===== config.mk =====
export PLATFORM = sky130hd
export DESIGN_NAME = bch_ser_enc
export DESIGN_NICKNAME = d
export VERILOG_FILES = /design/src/rtl/bch_ser_enc.sv
export SDC_FILE = /design/constraint.sdc
export NUM_CORES = 1
export LEC_CHECK = 0
export CAP_MARGIN = 20
export CORE_ASPECT_RATIO = 0.7
export CORE_MARGIN = 2
export CORE_UTILIZATION = 37
export CTS_CLUSTER_DIAMETER = 80
export DETAILED_ROUTE_END_ITERATION = 7
export PLACE_DENSITY = 0.73
export SYNTH_ARGS = -nofsm -noshare
export SYNTH_HDL_FRONTEND = slang
export SYNTH_SLANG_ARGS = --single-unit
export TNS_END_PERCENT = 20

===== constraint.sdc =====
create_clock -name clk -period 2 [get_ports clk]
set_input_delay 0.6 -clock clk [delete_from_list [all_inputs] [get_ports clk]]
set_output_delay 0.6 -clock clk [all_outputs]
set_load 0.02 [all_outputs]

===== src/rtl/bch_ser_enc.sv =====
// Serial systematic BCH encoder: one message bit per cycle through an R-bit LFSR,
// with an optional overall-parity extension bit on the codeword.

package bch_pkg;

    function automatic int get_field_order(input int data_width, input int error_num);
        int m;
        m = 16;
        for (int i = 15; i >= 3; i--) begin
            if ((1 << i) - 1 >= data_width + i * error_num) m = i;
        end
        return m;
    endfunction

    function automatic logic [16:0] get_prim_poly(input int m);
        logic [16:0] p;
        case (m)
            3:       p = 17'h0000B;
            4:       p = 17'h00013;
            5:       p = 17'h00025;
            6:       p = 17'h00043;
            7:       p = 17'h00089;
            8:       p = 17'h0011D;
            9:       p = 17'h00211;
            10:      p = 17'h00409;
            11:      p = 17'h00805;
            12:      p = 17'h01053;
            13:      p = 17'h0201B;
            14:      p = 17'h04443;
            15:      p = 17'h08003;
            default: p = 17'h1100B;
        endcase
        return p;
    endfunction

    function automatic logic [15:0] gf_mul(input logic [15:0] a, input logic [15:0] b,
                                           input int m, input logic [16:0] prim);
        logic [16:0] acc;
        logic [16:0] x;
        acc = '0;
        x   = {1'b0, a};
        for (int i = 0; i < 16; i++) begin
            if (i < m && b[i]) acc = acc ^ x;
            x = x << 1;
            if (x[m]) x = x ^ prim;
        end
        return acc[15:0];
    endfunction

    function automatic logic [15:0] gf_alpha_pow(input int e, input int m, input logic [16:0] prim);
        logic [16:0] v;
        v = 17'd1;
        for (int i = 0; i < e; i++) begin
            v = v << 1;
            if (v[m]) v = v ^ prim;
        end
        return v[15:0];
    endfunction

    // g(x) = product of the minimal polynomials of alpha^1 .. alpha^(2t-1), one per
    // cyclotomic coset (even powers share cosets with odd ones).
    function automatic logic [63:0] get_gen_poly(input int data_width, input int error_num);
        int             m;
        int             n;
        int             e;
        int             deg;
        bit             leader;
        bit             done;
        logic [16:0]    prim;
        logic [15:0]    root;
        logic [15:0]    lower;
        logic [16*17-1:0] mp;
        logic [63:0]    g;
        logic [63:0]    prod;
        m    = get_field_order(data_width, error_num);
        prim = get_prim_poly(m);
        n    = (1 << m) - 1;
        g    = 64'd1;
        for (int i = 1; i < 2 * error_num; i += 2) begin
            leader = 1'b1;
            e      = (2 * i) % n;
            while (e != i) begin
                if (e < i) leader = 1'b0;
                e = (2 * e) % n;
            end
            if (leader) begin
                mp        = '0;
                mp[15:0]  = 16'd1;
                deg       = 0;
                e         = i;
                done      = 1'b0;
                while (!done) begin
                    root = gf_alpha_pow(e, m, prim);
                    for (int j = 16; j >= 0; j--) begin
                        lower = (j > 0) ? mp[(j-1)*16 +: 16] : 16'd0;
                        mp[j*16 +: 16] = lower ^ gf_mul(mp[j*16 +: 16], root, m, prim);
                    end
                    deg = deg + 1;
                    e   = (2 * e) % n;
                    if (e == i) done = 1'b1;
                end
                prod = '0;
                for (int j = 0; j <= deg; j++) begin
                    if (mp[j*16]) prod = prod ^ (g << j);
                end
                g = prod;
            end
        end
        return g;
    endfunction

    function automatic int poly_degree(input logic [63:0] p);
        int d;
        d = 0;
        for (int i = 0; i < 64; i++) begin
            if (p[i]) d = i;
        end
        return d;
    endfunction

    function automatic int get_code_width(input int data_width, input int error_num, input int extend_on);
        return data_width + poly_degree(get_gen_poly(data_width, error_num)) + extend_on;
    endfunction

endpackage

module bch_ser_enc #(
    parameter int pDataWidth = 16,
    parameter int pErrorNum  = 1,
    parameter int pExtendOn  = 1,
    parameter int pCodeWidth = bch_pkg::get_code_width(pDataWidth, pErrorNum, pExtendOn)
) (
    input  logic                  clk,
    input  logic                  rst,
    input  logic                  i_enable,
    input  logic                  i_data_valid,
    output logic                  o_data_ready,
    input  logic [pDataWidth-1:0] i_data,
    output logic                  o_code_valid,
    input  logic                  i_code_ready,
    output logic [pCodeWidth-1:0] o_code,
    output logic                  o_busy
);

    localparam int              R        = pCodeWidth - pDataWidth - pExtendOn;
    localparam logic [63:0]     GEN_POLY = bch_pkg::get_gen_poly(pDataWidth, pErrorNum);
    localparam logic [R-1:0]    GEN_TAPS = GEN_POLY[R-1:0];
    localparam int              CNT_W    = (pDataWidth > 1) ? $clog2(pDataWidth) : 1;
    localparam logic [CNT_W-1:0] CNT_LOAD = CNT_W'(pDataWidth - 1);

    typedef enum logic [1:0] {IDLE, SHIFT, OUT} state_t;

    state_t                 state;
    logic [pDataWidth-1:0]  data_reg;
    logic [R-1:0]           lfsr;
    logic [CNT_W-1:0]       cnt;
    logic                   code_valid;
    logic                   busy;
    logic                   fb;
    logic [R-1:0]           lfsr_next;

    // Acceptance is only possible in IDLE and never while reset is held.
    assign o_data_ready = (state == IDLE) && i_enable && !rst;

    // Message enters MSB first; each bit divides the running remainder by g(x).
    assign fb        = data_reg[cnt] ^ lfsr[R-1];
    assign lfsr_next = (lfsr << 1) ^ (GEN_TAPS & {R{fb}});

    always_ff @(posedge clk) begin
        // NOTE: state registers use non-blocking assignments so every flop samples
        // pre-edge values regardless of statement order.
        if (rst) begin
            state      <= IDLE;
            // NOTE: the data register is cleared too, since it drives o_code directly
            // and the codeword must read zero out of reset.
            data_reg   <= '0;
            lfsr       <= '0;
            cnt        <= '0;
            code_valid <= 1'b0;
            busy       <= 1'b0;
        end else begin
            case (state)
                IDLE: begin
                    if (i_data_valid && o_data_ready) begin
                        data_reg <= i_data;
                        lfsr     <= '0;
                        cnt      <= CNT_LOAD;
                        busy     <= 1'b1;
                        state    <= SHIFT;
                    end
                end
                SHIFT: begin
                    lfsr <= lfsr_next;
                    cnt  <= cnt - 1'b1;
                    if (cnt == '0) begin
                        code_valid <= 1'b1;
                        state      <= OUT;
                    end
                end
                OUT: begin
                    if (i_code_ready) begin
                        code_valid <= 1'b0;
                        busy       <= 1'b0;
                        state      <= IDLE;
                    end
                end
                default: begin
                    code_valid <= 1'b0;
                    busy       <= 1'b0;
                    state      <= IDLE;
                end
            endcase
        end
    end

    assign o_code_valid = code_valid;
    assign o_busy       = busy;

    generate
        if (pExtendOn != 0) begin : g_ext
            assign o_code = {^{data_reg, lfsr}, data_reg, lfsr};
        end else begin : g_no_ext
            assign o_code = {data_reg, lfsr};
        end
    endgenerate

endmodule

==> results of run 1 <==
final cells by class:
cell class	count	area, um^2	area share (%)
flip-flops and latches	29	587	24.6
repair buffers	76	703	29.5
multi-input cells	135	937	39.3
clock buffers	7	86.3	3.62
inverters	2	7.51	0.315
well taps	52	65.1	2.73
routing by layer:
| metal | vias up | share of wire (%) | global-route usage, % |
|---|---|---|---|
| met3 | 7 | 5.0 | 5.54 |
| met1 | 662 | 48 | 24.1 |
| met2 | 31 | 45 | 29.0 |
| met4 | 0 | 2.1 | 8.72 |
| li1 | 735 | - | - |
| met5 | - | 0 | 0 |
worst max-delay path, stage by stage, from the launching register on:
cell	delay, ns
dfxtp_2	0.33
xor2_2	0.18
xnor2_2	0.15
xnor2_1	0.20
xnor2_1	0.16
xnor2_1	0.14
buf_4	0.16
metrics by stage:
stage | hold slack, ns | cell area (um^2) | total power [uW] | util [%] | setup WS (ns)
3_5_place_dp | 0.480 | 2230 | 1120 | 56.9 | -0.604
2_1_floorplan | 0.537 | 1530 | 909 | - | -0.0409
3_3_place_gp | 0.473 | 2230 | 1100 | 56.9 | -0.580
4_1_cts | 0.495 | 2350 | 1590 | 60.0 | -0.224
5_1_grt | 0.519 | 2390 | 1670 | 60.8 | -0.282
6_report | 0.499 | 2390 | 1590 | 60.8 | -0.213
cells by family (layout without fill, tap and decap cells):
kind of cell,count (synthesis),count (layout),share of synthesized area (%)
xor gates and xnor gates,23,23,14.2
buffers and inverters,13,85,4.04
and+or+nand+nor,84,84,27.4
AOI/OAI and AO/OA,17,17,7.83
DFF,29,29,38.2
adders and majority gates,1,1,0.824
muxes,10,10,7.50
synthesized netlist by cell type (2+ instances only):
master | number | area share, %
a311oi_1 | 2 | 1.2
nor2_1 | 10 | 2.5
xnor2_1 | 19 | 11
xor2_1 | 3 | 1.7
a21oi_1 | 8 | 2.6
nand3_1 | 6 | 2.0
clkbuf_1 | 7 | 1.7
nand3b_1 | 17 | 8.4
nand2_1 | 40 | 9.9
nand2b_1 | 4 | 1.6
inv_1 | 2 | 0.49
mux2i_1 | 8 | 5.3
dfxtp_1 | 29 | 38
report_power, final:
part | leakage, uW | total [uW] | internal (uW) | switching [uW]
registers | 0.000239 | 647 | 611 | 35.4
logic | 0.000789 | 461 | 248 | 213
clock network | 0.0000443 | 482 | 272 | 210
total | 0.00107 | 1590 | 1130 | 458
worst max-delay path by stage:
stage | startpoint | to | slack (ns) | cells after the start
detailed placement | rst | o_data_ready | -0.60 | 3
CTS | data_reg[12]$_SDFFE_PP0P_ | o_code[21] | -0.22 | 6
floorplan | data_reg[3]$_SDFFE_PP0P_ | o_code[21] | -0.04 | 5
global route | data_reg[12]$_SDFFE_PP0P_ | o_code[21] | -0.28 | 6
finish | data_reg[12]$_SDFFE_PP0P_ | o_code[21] | -0.21 | 6
global placement | rst | o_data_ready | -0.58 | 3
what timing repair did:
action                                  4_1_cts  5_1_grt
pin swaps                                     8        5
hold endpoints to repair                      0        0
resized for setup                            22       10
endpoints found under the setup margin        2        9
==> impl_results.md, run 1 <==
* Slack of the worst reg-to-reg path at 0.16 ns
* Syn Nets at 199
* Area overhead of the layout relative to synthesis at 57.1%
* Post-synth ARST share at 0%
* Cell count after placement at 294
* # IOs at 46
* Leading cell type in the layout, fill and taps excluded: nand2_1
* Final setup vio count at 2
* Antenna Cells at 0
* EDFF count, synth at 0
* Final net count at 271
* CTS tree: done
* Max reg flops at 16
* DIE AREA at 4640 um^2
* GP Congestion at 0.828
* Hold-fix buffers at CTS at 0
* Required time of the critical path at 1.40 ns
* DPL Wire Length at 2910 um
* Commonest non-fill, non-tap cells in the layout: nand2_1, clkdlybuf4s50_1, buf_4, dfxtp_1, nand3b_1
* Starting DRT DRC Count at 86
* Routed Antenna Nets at 0
* Static Leak at 0.00107 uW
* Worst R2R End: lfsr[2]$_SDFFE_PP0P_
* CP arrival at 1.61 ns
* Violated checks: setup timing
* Slew HR at 79.9%
* Clk buf depth at 2
* Worst setup EP type: output pin
* Final Critical Period at 2.21 ns
* Share of layout cells above drive strength 1 at 22.1%
* Post-CTS Setup Inserts at 0
* Worst R2R Start: cnt[0]$_SDFFE_PP0P_
* Synth Cell Area at 1520 um^2
* Cells after Synth at 177
* Hold Startpoint: o_busy$_SDFFE_PP0P_
* Fin. Hold Viols at 0
* Initial core utilization at 38.7%
* Run status: finished, violations left
* RSZ-0062 raised after global routing: true
* Total grt overflow at 0
* Row Count at 19
* Worst Reg2Reg Path Length in Cells at 6
* Max cap viols at 0
* Largest net degree at the start of global routing at 31
* Clock sinks at 29
* Clock slew at reported path FFs at 0.06 ns
* PnR worst setup slack at -0.213 ns
* Post-synthesis sequential area ratio at 38.2%
* Number of synthesized register bits at 29
* P per Cell Area at 666 nW/um^2
* Vias in the first global route at 1,412
* DRC at 0
* Hold crit path type: flip-flop to flip-flop
* WL/cell at 13.0 um
* CP Class: flip-flop to output pin
* Yosys cell types at 35
* Via density at 4.77
* First-pass GRT wire length at 6440 um
* Max frequency at 452 MHz
* Worst Setup Start Kind: flip-flop
* Cts bufs inserted at 5
* Post-route insts no fill at 301
* Clk_lat worst skew at 0.28 ns
* CTS H-Tree Depth at 2
* Crit-path max FO at 2
* Crit share post-route at 111%
* First drt pass iteration count at 4
* Hold-critical path depth at 2
* Post-synthesis area per instance at 8.58 um^2
* Root buf cell: clkbuf_8
* IR drop worst, VDD at 0.353 mV
* Initial antenna violation count at 0
* Routed WL at 3910 um
* Filler instances at 345
* Final TNS setup at -0.319 ns
* Hold path endpoint: o_busy$_SDFFE_PP0P_
* Die W at 80.6 um
* Final slew viol count at 0
* Core Area at 3920 um^2
* Port bufs at 45
* Ys Warns at 0
* DIE HEIGHT at 57.6 um
* Dominant synthesized flop cell: dfxtp_1
* Setup Skew at 0.00640 ns
* All-Layer GR Usage at 18.7%
* Vias at 1,435
* Slew at the pin closest to its max-slew limit at 0.300 ns
Power figures use the tool's default switching activity.
==> inputs of run 2 (changes only) <==
--- a/config.mk
+++ b/config.mk
@@ -6,7 +6,6 @@
 export NUM_CORES = 1
 export LEC_CHECK = 0
 export CAP_MARGIN = 20
-export CORE_ASPECT_RATIO = 0.7
 export CORE_MARGIN = 2
 export CORE_UTILIZATION = 37
 export CTS_CLUSTER_DIAMETER = 80
==> impl_results.md, run 2 (synthesized netlist as in run 1, its figures left out) <==
* First-pass GRT wire length at 5910 um (-8.1%)
* Worst Setup Start Kind: flip-flop
* Leading cell type in the layout, fill and taps excluded: nand2_1
* Hold crit path type: flip-flop to flip-flop
* DPL Wire Length at 2760 um (-5.1%)
* DIE AREA at 4630 um^2 (-0.18%)
* Routed Antenna Nets at 0 (unchanged)
* Routed WL at 3660 um (-6.3%)
* CTS H-Tree Depth at 2 (unchanged)
* Slew HR at 79.6% (-0.33 points)
* Share of layout cells above drive strength 1 at 24.3% (+2.2 points)
* Max cap viols at 0 (unchanged)
* Commonest non-fill, non-tap cells in the layout: nand2_1, buf_4, clkdlybuf4s50_1, dfxtp_1, nand3b_1
* Root buf cell: clkbuf_8
* All-Layer GR Usage at 17.5% (-1.2 points)
* Placement-stage worst setup slack at -0.598 ns (+0.00613 ns)
* Slew at the pin closest to its max-slew limit at 0.305 ns (+0.00492 ns)
* First drt pass iteration count at 4 (unchanged)
* # IOs at 46 (unchanged)
* Post-CTS Setup Inserts at 0 (unchanged)
* Clk_lat worst skew at 0.28 ns (about the same)
* Hold slack at 0.482 ns (-0.0171 ns)
* P per Cell Area at 673 nW/um^2 (+0.96%)
* Worst R2R Start: cnt[0]$_SDFFE_PP0P_
* Cell count after placement at 293 (-0.34%)
* Initial antenna violation count at 0 (unchanged)
* Final slew viol count at 0 (unchanged)
* Worst setup EP type: output pin
* Row Count at 23 (+4)
* Initial core utilization at 38.2% (-0.48 points)
* Run status: finished, violations left
* Crit-path max FO at 2 (unchanged)
* GP Congestion at 0.845 (+2.1%)
* Via density at 4.74 (-0.56%)
* Static Leak at 0.00118 uW (+9.8%)
* DRC at 0 (unchanged)
* Post-route insts no fill at 301 (unchanged)
* PnR worst setup slack at -0.181 ns (+0.0311 ns)
* Crit share post-route at 109% (-1.6 points)
* Filler instances at 348 (+0.87%)
* Clk buf depth at 2 (unchanged)
* Largest net degree at the start of global routing at 31 (unchanged)
* Fin. Hold Viols at 0 (unchanged)
* Required time of the critical path at 1.40 ns (about the same)
* Final net count at 272 (+0.37%)
* Crit. Startpoint: data_reg[1]$_SDFFE_PP0P_
* Core Area at 3970 um^2 (+1.2%)
* Antenna Cells at 0 (unchanged)
* Area overhead of the layout relative to synthesis at 60.0%
* Vias in the first global route at 1,335 (-5.5%)
* CP Class: flip-flop to output pin
* DIE HEIGHT at 68.1 um (+18%)
* Vias at 1,427 (-0.56%)
* Cts bufs inserted at 5 (unchanged)
* Clock slew at reported path FFs at 0.06 ns (about the same)
* Violated checks: setup timing
* CP arrival at 1.58 ns (-0.03 ns)
* Max frequency at 458 MHz (+1.4%)
* WL/cell at 12.2 um (-6.3%)
* RSZ-0062 raised after global routing: true
* Final Critical Period at 2.18 ns (-0.0311 ns)
* Port bufs at 45 (unchanged)
* Die W at 68.1 um (-16%)
* Final setup vio count at 1 (-1)
* CTS tree: done
* Setup Skew at 0.00402 ns (-0.00237 ns)
* Hold Startpoint: o_busy$_SDFFE_PP0P_
* Starting DRT DRC Count at 68 (-21%)
* IR drop worst, VDD at 0.401 mV (+14%)
* Clock sinks at 29 (unchanged)
* Hold-fix buffers at CTS at 0 (unchanged)
* Total grt overflow at 0 (unchanged)
* Max reg flops at 16 (unchanged)
==> run 2: power breakdown <==
group / internal (uW) / switching [uW] / total (uW)
clock network: 310 / 221 / 531
logic: 251 / 205 / 456
registers: 612 / 36.0 / 648
==> run 2: per-layer routing <==
| metal | vias to the layer above | global-route usage [%] | wire length (um) |
|---|---|---|---|
| met1 | 642 | 21.5 | 1660 |
| met5 | - | 0 | 0 |
| met2 | 35 | 27.4 | 1730 |
| li1 | 740 | - | - |
| met3 | 10 | 4.11 | 175 |
| met4 | 0 | 11.0 | 98 |
==> run 2: final cells by class <==
type	instances	area, um^2	area share, %
clock buffers	7	96.3	3.96
clock inverters	1	5.00	0.206
inverters	2	7.51	0.309
multi-input cells	135	945	38.9
flip-flops and latches	29	589	24.2
well taps	50	62.6	2.57
repair buffers	77	726	29.9
==> run 2: what timing repair did <==
action,CTS,global route
endpoints found under the setup margin,3,14
gates resized for setup,20,21
pin swaps,7,6
endpoints found under the hold margin,0,0
==> run 2: metrics by stage <==
step / TNS, ns / power (uW) / utilization (%) / area [um^2]
6_report: -0.181 / 1640 / 61.2 / 2430
2_1_floorplan: -0.0409 / 909 / - / 1530
4_1_cts: -0.374 / 1650 / 59.5 / 2360
5_1_grt: -0.279 / 1720 / 61.2 / 2430
3_3_place_gp: -1.09 / 1100 / 56.3 / 2240
3_5_place_dp: -1.18 / 1110 / 56.3 / 2240
==> run 2: worst max-delay path, stage by stage, from the launching register on <==
cell and delay, ns:
dfxtp_2 0.33, xnor2_2 0.20, xnor2_1 0.17, xnor2_1 0.15, xnor2_1 0.15, xnor2_1 0.14, buf_4 0.16
==> run 2: final timing paths <==
check                         endpoint  slack (ns)  cells after the start
setup / recovery            o_code[21]       -0.18                      6
hold / removal     o_busy$_SDFFE_PP0P_        0.48                      2
setup reg to reg  lfsr[2]$_SDFFE_PP0P_        0.15                      6
hold reg to reg    o_busy$_SDFFE_PP0P_        0.48                      2
